### config.mk
export PLATFORM = sky130hd
export DESIGN_NAME = mem_arbiter
export DESIGN_NICKNAME = d
export VERILOG_FILES = /design/src/rtl/mem_arbiter.sv
export SDC_FILE = /design/constraint.sdc
export NUM_CORES = 1
export LEC_CHECK = 0
export CORE_AREA = 2 2 118 120
export CTS_CLUSTER_DIAMETER = 60
export DETAILED_ROUTE_END_ITERATION = 8
export DIE_AREA = 0 0 120 122
export GPL_TIMING_DRIVEN = 0
export PLACE_DENSITY = 0.74
export SLEW_MARGIN = 5
export SYNTH_ARGS = -nofsm -noshare
export SYNTH_HDL_FRONTEND = slang
export SYNTH_SLANG_ARGS = --single-unit
### constraint.sdc
create_clock -name clk -period 1.95 [get_ports clk]
set_input_delay 0.39 -clock clk [delete_from_list [all_inputs] [get_ports clk]]
set_output_delay 0.39 -clock clk [all_outputs]
set_load 0.1 [all_outputs]
### src/rtl/mem_arbiter.sv
// Round-robin arbiter sharing one memory port between fetch (port 0) and load/store (port 1).
// One transaction in flight: capture the winner, issue it to memory, route the response back.
module mem_arbiter #(
   parameter int ADDR_W = 32,
   parameter int DATA_W = 32,
   parameter int CMD_W  = 2
) (
   input  logic              clk,
   input  logic              reset,
   input  logic              i_valid_0,
   input  logic [ADDR_W-1:0] i_addr_0,
   input  logic [CMD_W-1:0]  i_cmd_0,
   input  logic [DATA_W-1:0] i_data_0,
   output logic              o_ready_0,
   output logic              o_res_valid_0,
   output logic [DATA_W-1:0] o_res_data_0,
   input  logic              i_res_ready_0,
   input  logic              i_valid_1,
   input  logic [ADDR_W-1:0] i_addr_1,
   input  logic [CMD_W-1:0]  i_cmd_1,
   input  logic [DATA_W-1:0] i_data_1,
   output logic              o_ready_1,
   output logic              o_res_valid_1,
   output logic [DATA_W-1:0] o_res_data_1,
   input  logic              i_res_ready_1,
   output logic              o_mem_valid,
   output logic [ADDR_W-1:0] o_mem_addr,
   output logic [CMD_W-1:0]  o_mem_cmd,
   output logic [DATA_W-1:0] o_mem_data,
   input  logic              i_mem_ready,
   input  logic              i_mem_res_valid,
   input  logic [DATA_W-1:0] i_mem_res_data,
   output logic              o_mem_res_ready
);

   typedef enum logic [1:0] {IDLE, ISSUE, RESP} state_t;

   state_t            state, state_nxt;
   logic              last_grant;
   logic              owner;
   logic [ADDR_W-1:0] addr_q;
   logic [CMD_W-1:0]  cmd_q;
   logic [DATA_W-1:0] data_q;
   logic              grant_0, grant_1, accept;

   // On a tie, the port that did not win last time goes next.
   assign grant_0 = i_valid_0 && (!i_valid_1 || last_grant);
   assign grant_1 = i_valid_1 && (!i_valid_0 || !last_grant);
   assign accept  = (state == IDLE) && (grant_0 || grant_1);

   always_ff @(posedge clk or negedge reset) begin
      if (!reset) begin
         state      <= IDLE;
         last_grant <= 1'b1;
         owner      <= 1'b0;
         addr_q     <= '0;
         cmd_q      <= '0;
         data_q     <= '0;
      end else begin
         state <= state_nxt;
         if (accept) begin
            owner      <= grant_1;
            last_grant <= grant_1;
            addr_q     <= grant_1 ? i_addr_1 : i_addr_0;
            cmd_q      <= grant_1 ? i_cmd_1  : i_cmd_0;
            data_q     <= grant_1 ? i_data_1 : i_data_0;
         end
      end
   end

   always_comb begin
      state_nxt       = state;
      o_ready_0       = 1'b0;
      o_ready_1       = 1'b0;
      o_mem_valid     = 1'b0;
      o_mem_addr      = '0;
      o_mem_cmd       = '0;
      o_mem_data      = '0;
      o_res_valid_0   = 1'b0;
      o_res_data_0    = '0;
      o_res_valid_1   = 1'b0;
      o_res_data_1    = '0;
      o_mem_res_ready = 1'b0;
      case (state)
         IDLE: begin
            // Held low while reset is asserted so nothing looks accepted.
            o_ready_0 = reset && grant_0;
            o_ready_1 = reset && grant_1;
            if (accept) state_nxt = ISSUE;
         end
         ISSUE: begin
            o_mem_valid = 1'b1;
            o_mem_addr  = addr_q;
            o_mem_cmd   = cmd_q;
            o_mem_data  = data_q;
            if (i_mem_ready) state_nxt = RESP;
         end
         RESP: begin
            if (owner) begin
               o_res_valid_1   = i_mem_res_valid;
               o_res_data_1    = i_mem_res_data;
               o_mem_res_ready = i_res_ready_1;
            end else begin
               o_res_valid_0   = i_mem_res_valid;
               o_res_data_0    = i_mem_res_data;
               o_mem_res_ready = i_res_ready_0;
            end
            if (i_mem_res_valid && o_mem_res_ready) state_nxt = IDLE;
         end
         default: state_nxt = IDLE;
      endcase
   end

endmodule

==> reports/qor.csv, run 1 <==
metric,value,unit
status,"complete, but fails checks",
violations,negative setup slack,
antenna_found_initial,1,
cts_max_path_buffers,2,
totalWireLength,18700,µm
htree_levels,3,
worst_setup_path_end_kind,output port,
fin_crit,2120,ps
ios,308,
syn_nets,557,
required,1560,ps
drc,0,
synthCells,385,
die_w,120,µm
fin_util,76.2,%
grt_max_degree,68,
routed_via_density,4.78,
seqPwrFrac,13.9,%
pwr-share-comb,77.1,%
fin_ws,-168,ps
vias,4384,
r2r_slack,60,ps
path_max_fanout,5,
avgSynthCellArea,11.5,µm²
overflow,0,
power.switching,0.00953,W
grt_pass1_wl,27100,µm
peakVddDrop,1130,µV
grt_setup_unrepaired,true,
p_clk_share,9.1,%
critPathKind,flip-flop to output port,
start_kind,flip-flop,
r2r_start,last_grant,
antenna_left,0,
regArea,1760,µm²
root_buffer,clkbuf_16,
p_int,0.00961,W
dp.cells,873,
gp_congestion,0.777,
tightestPinTransition,510,ps
yosys.area_share.simple,20.1,%
cts_sinks,70,
synthMuxAreaShare,36.1,%
final_cells,918,
period_share,109,%
synth_top_family_by_area,multiplexers,
insertion_delay,330,ps
portBuffers,307,
power,0.0191,W
drtIter0Drc,103,
die_area,14600,µm²
worstPathArrival,1730,ps
initial_utilization,32.9,%
synth_compound_area_share,0.985,%
seq_area_frac_synth,39.4,%
clock_skew,6.77,ps
dpl.hpwl,12200,µm
drive_gt1_share,64.7,%
r2r-end,addr_q[6],
hold_slack,77.1,ps
fmax,472,MHz
leakagePower,4.44,nW
setup_viol,123,
wl_per_cell,20.3,µm
report.final.hold_viol_count,0,
final_cell_mix,"168 x clkdlybuf4s50_1, 134 x buf_12, 112 x and2_4",
grt_usage,24.3,%
p_sw_share,49.8,%
cts_buffers,9,
power_density,1860,nW/µm²
synth-xor-area-share,0,%
multi_input_area,2900,µm²
final_common_cell,clkdlybuf4s50_1,
cts_tree,built,
num_rows,43,
final-max-slew-violation-count,0,
synth_area,4440,µm²
max_slew_margin,66.0,%
yosysUniqueCellTypes,21,
synth_adder_area_share,0,%
yosysWarnings,0,
coreArea,13500,µm²
reg2regPathDepth,5,
fin_nets,904,
cts.reportedPaths.clkPinSlew,60,ps
area.growth.synth_to_final,131,%
die_y,122,µm
grt_pass1_vias,4849,
drv_cap,0,
hold_class,input port to asynchronous set/reset pin,
fill_cells,824,
first_pass_iters,4,
yosys_register_bits,70,
## what timing repair did
| item | in CTS | in global routing |
|---|---|---|
| hold buffers | 1 | 0 |
| resized for setup | 1325 | 77 |
| setup buffers | 10 | 9 |
| hold endpoints to repair | 5 | 0 |
| gates cloned | 6 | 3 |
| pin swaps | 43 | 33 |
| endpoints found under the setup margin | 175 | 155 |
## synthesized netlist by cell type
cell	n	area, µm²
mux2_2	103	1160
mux2_4	29	435
and2_1	133	832
a21bo_2	1	10.0
nand2b_1	2	12.5
dfrtp_1	69	1730
a21oi_1	1	5.00
buf_6	4	45.0
mux2i_1	1	10.0
inv_1	2	7.51
nor2b_1	2	12.5
a21o_1	1	7.51
nand2_1	3	11.3
o21ai_1	1	5.00
dfstp_2	1	26.3
nor3_1	1	5.00
o21ai_0	2	10.0
a31oi_1	1	6.26
buf_2	9	45.0
nor2_1	5	18.8
clkbuf_1	14	52.6
## worst max-delay path, cell delays in order, from the launching register on
cell      delay [ps]
dfrtp_1          400
nand2b_4         190
nor2_4           210
buf_4            160
buf_6            100
and2_2           170
buf_12           180
## through the flow
stage	cell area (µm²)	setup slack, ps	TNS (ps)
3_3_place_gp	7920	-3470	-293130
5_1_grt	10300	-219	-17430
2_1_floorplan	4620	-44.2	-304
6_report	10300	-168	-10250
4_1_cts	9910	-135	-7180
3_5_place_dp	7950	-1530	-158440
## layer usage
metal,part of all wire [%],global-route usage [%],routed length [µm]
met1,35,25.1,6570
met2,54,46.2,10100
met3,6.5,6.46,1210
met4,4.1,10.1,759
met5,0,0,0
## area by class of cell
type / count / share of cell area, %
clock inverter: 3 / 0.657
sequential: 70 / 17.1
tap: 180 / 2.19
clock buffer: 13 / 2.43
buffer: 26 / 2.75
timing repair buffer: 337 / 46.6
inverter: 2 / 0.0730
antenna: 1 / 0.0243
multi-input combinational: 286 / 28.2
## flip-flops by register name, indices dropped and copies added (netlist names)
register	cells
last_grant	1
addr_q	32
owner	1
data_q	32
state	2
cmd_q	2
## logic make-up (layout without fill, tap and decap cells)
family | Yosys count | in the layout
and+or+nand+nor | 146 | 146
muxes | 133 | 133
DFF | 70 | 70
buffers and inverters | 29 | 381
AOI/OAI and AO/OA | 7 | 7
other | 0 | 1
## worst max-delay path by stage
stage,slack (ps),to,from,cells past startpoint
6_report,-170,o_res_data_1[21],state[0],6
5_1_grt,-220,o_res_data_1[21],state[0],6
4_1_cts,-140,o_res_data_1[2],state[0],6
3_5_place_dp,-1530,o_ready_1,i_valid_1,7
3_3_place_gp,-3470,o_ready_0,reset,4
2_1_floorplan,-40,o_mem_addr[23],state[1],3
## power groups by stage
| stage | Combinational (W) | Sequential (W) | Clock (W) |
|---|---|---|---|
| 3_5_place_dp | 0.0111 | 0.00258 | 0 |
| 6_report | 0.0147 | 0.00265 | 0.00174 |
| 2_1_floorplan | 0.00860 | 0.00246 | 0 |
| 3_3_place_gp | 0.0110 | 0.00253 | 0 |
| 4_1_cts | 0.0139 | 0.00261 | 0.00178 |
| 5_1_grt | 0.0152 | 0.00275 | 0.00186 |
Note: power is estimated with default switching activity, not from simulation.
==> inputs of run 2 (changes only) <==
--- a/config.mk
+++ b/config.mk
@@ -5,12 +5,13 @@
 export SDC_FILE = /design/constraint.sdc
 export NUM_CORES = 1
 export LEC_CHECK = 0
-export CORE_AREA = 2 2 118 120
+export CORE_AREA = 2 2 128 117
 export CTS_CLUSTER_DIAMETER = 60
 export DETAILED_ROUTE_END_ITERATION = 8
-export DIE_AREA = 0 0 120 122
+export DIE_AREA = 0 0 130 119
 export GPL_TIMING_DRIVEN = 0
-export PLACE_DENSITY = 0.74
+export PLACE_DENSITY = 0.85
+export SKIP_CTS_REPAIR_TIMING = 1
 export SLEW_MARGIN = 5
 export SYNTH_ARGS = -nofsm -noshare
 export SYNTH_HDL_FRONTEND = slang
==> constraint.sdc (replaced) <==
create_clock -name clk -period 1.8 [get_ports clk]
set_input_delay 0.36 -clock clk [delete_from_list [all_inputs] [get_ports clk]]
set_output_delay 0.36 -clock clk [all_outputs]
set_load 0.1 [all_outputs]
==> run 2 against run 1 <==
Net effect:
- the flow finishes with violations (negative hold slack, negative setup slack)
- clock skew is 0.84 ps higher
- worst hold slack got worse by 100 ps
- register-to-register slack got worse by 140 ps
- combinational power is 7% higher
- final cell count grew 1.5%
- global-route usage fell by 5.6 points
- count of clock-buffer cells in the layout stayed put
- power is 6.2% higher
- die area grew 5.7%
- via count shrank 2.2%
- cell area is 1.3% lower
- largest cell class unchanged
==> reports/qor.csv, run 2 (same netlist as run 1, synthesis figures left out) <==
metric,value,unit
wl_per_cell,18.4,µm
routed_via_density,4.60,
overflow,0,
max_slew_margin,63.5,%
htree_levels,3,
die_y,119,µm
period_share,113,%
final-max-slew-violation-count,0,
p_int,0.0101,W
first_pass_iters,4,
ios,308,
die_area,15500,µm²
grt_max_degree,39,
drv_cap,0,
p_clk_share,8.7,%
power_density,2000,nW/µm²
power.switching,0.0102,W
violations,"negative hold slack, negative setup slack",
worstPathCellList,"a21bo_4, buf_12, buf_12, nor3_4, and2_4, buf_12",
area.growth.synth_to_final,128,%
grt_usage,18.7,%
start_kind,flip-flop,
clock_skew,7.60,ps
drtIter0Drc,107,
totalWireLength,17100,µm
tns,-26050,ps
dpl.hpwl,12200,µm
num_rows,42,
pwr-share-comb,77.3,%
fin_crit,2040,ps
fin_ws,-243,ps
p_sw_share,50.2,%
tightestPinTransition,549,ps
vias,4287,
hold_class,input port to asynchronous set/reset pin,
root_buffer,clkbuf_16,
required,1440,ps
setup_viol,174,
final_cell_mix,"168 x clkdlybuf4s50_1, 134 x buf_12, 105 x and2_4",
fin_nets,901,
cts_tree,built,
cp_slowest_cell,dfstp_2,
die_w,130,µm
worst_setup_path_end_kind,output port,
portBuffers,307,
initial_utilization,31.0,%
worstPathArrival,1680,ps
seqPwrFrac,14.1,%
antenna_found_initial,0,
cts_max_path_buffers,2,
hold_slack,-27.7,ps
critPathKind,flip-flop to output port,
fmax,490,MHz
peakVddDrop,1270,µV
gp_congestion,0.771,
top_regs,"addr_q (32), data_q (32)",
drc,0,
coreArea,14300,µm²
leakagePower,4.40,nW
diodes,0,
max_stage_delay,370,ps
cts.reportedPaths.clkPinSlew,60,ps
cts_sinks,70,
fill_cells,926,
crit_path_frequent_cell,buf_12,
cts_buffers,9,
status,"complete, but fails checks",
antenna_left,0,
path_max_fanout,3,
final_area,10200,µm²
grt_pass1_vias,4274,
grt_setup_unrepaired,true,
insertion_delay,330,ps
grt_pass1_wl,22100,µm
report.final.hold_viol_count,29,
drive_gt1_share,65.3,%
post_dp_cell_area,8000,µm²
final_common_cell,clkdlybuf4s50_1,
==> run 2: cell types whose count changed in the layout (fill, tap and decap cells not counted), moves of 2 or more <==
cell,previous run,this run
buf_6,4,18
and2_4,112,105
clkbuf_8,3,1
clkbuf_4,0,2
buf_8,23,9
and2_1,4,0
dlymetal6s2s_1,0,2
and2_2,17,28
dlygate4sd2_1,2,0
buf_4,16,14
==> run 2: path summary, 6_finish.rpt <==
kind | from | to | slack, ps | depth (start not counted)
max | last_grant | o_ready_1 | -240 | 6
min | reset | addr_q[31] | -30 | 1
max reg2reg | state[1] | data_q[21] | -80 | 5
min reg2reg | addr_q[6] | addr_q[6] | 500 | 1
max in group asynchronous | reset | data_q[18] | 1260 | 2
min in group clk | i_valid_0 | last_grant | 310 | 2
==> run 2: routing by layer <==
metal	up-vias	GRT usage [%]	part of all wire (%)
met5	-	0	0
met1	2080	18.8	34
li1	1979	-	-
met3	28	5.97	7.8
met2	200	36.0	55
met4	0	5.31	2.7
==> run 2: worst max-delay path, delay by kind of cell (launching register included) <==
kind | cells | cell delay (ps)
buffers and inverters | 3 | 410
DFF | 1 | 370
and+or+nand+nor | 2 | 330
AOI/OAI and AO/OA | 1 | 230
==> run 2: area by class of cell <==
| cell class | instances | area, µm² | area share [%] |
|---|---|---|---|
| well taps | 198 | 248 | 2.44 |
| inverters | 2 | 7.51 | 0.0739 |
| clock buffers | 13 | 250 | 2.46 |
| repair buffers | 333 | 4670 | 46.0 |
| plain buffers | 27 | 280 | 2.76 |
| clock inverters | 3 | 43.8 | 0.431 |
| flip-flops and latches | 70 | 1760 | 17.3 |
| multi-input cells | 286 | 2900 | 28.5 |
==> run 2: power by group through the flow <==
stage / logic (W) / registers [W] / clock network [W]
after floorplan: 0.00942 / 0.00267 / 0
after global routing: 0.0162 / 0.00295 / 0.00187
after detailed placement: 0.0121 / 0.00280 / 0
final: 0.0157 / 0.00286 / 0.00177
after global placement: 0.0120 / 0.00275 / 0
after CTS: 0.0121 / 0.00278 / 0.00181
==> run 2: per-stage QoR <==
stage / power, W / cells / hold slack, ps / worst slack (ps) / utilization [%]
6_report: 0.0203 / 932 / -27.7 / -243 / 70.8
5_1_grt: 0.0210 / 932 / -1.96 / -315 / 70.8
4_1_cts: 0.0167 / 907 / -11.1 / -1900 / 57.8
3_5_place_dp: 0.0149 / 891 / 352 / -1650 / 55.8
3_3_place_gp: 0.0147 / 890 / 478 / -3830 / 55.6
2_1_floorplan: 0.0121 / 385 / 64.4 / -56.0 / -
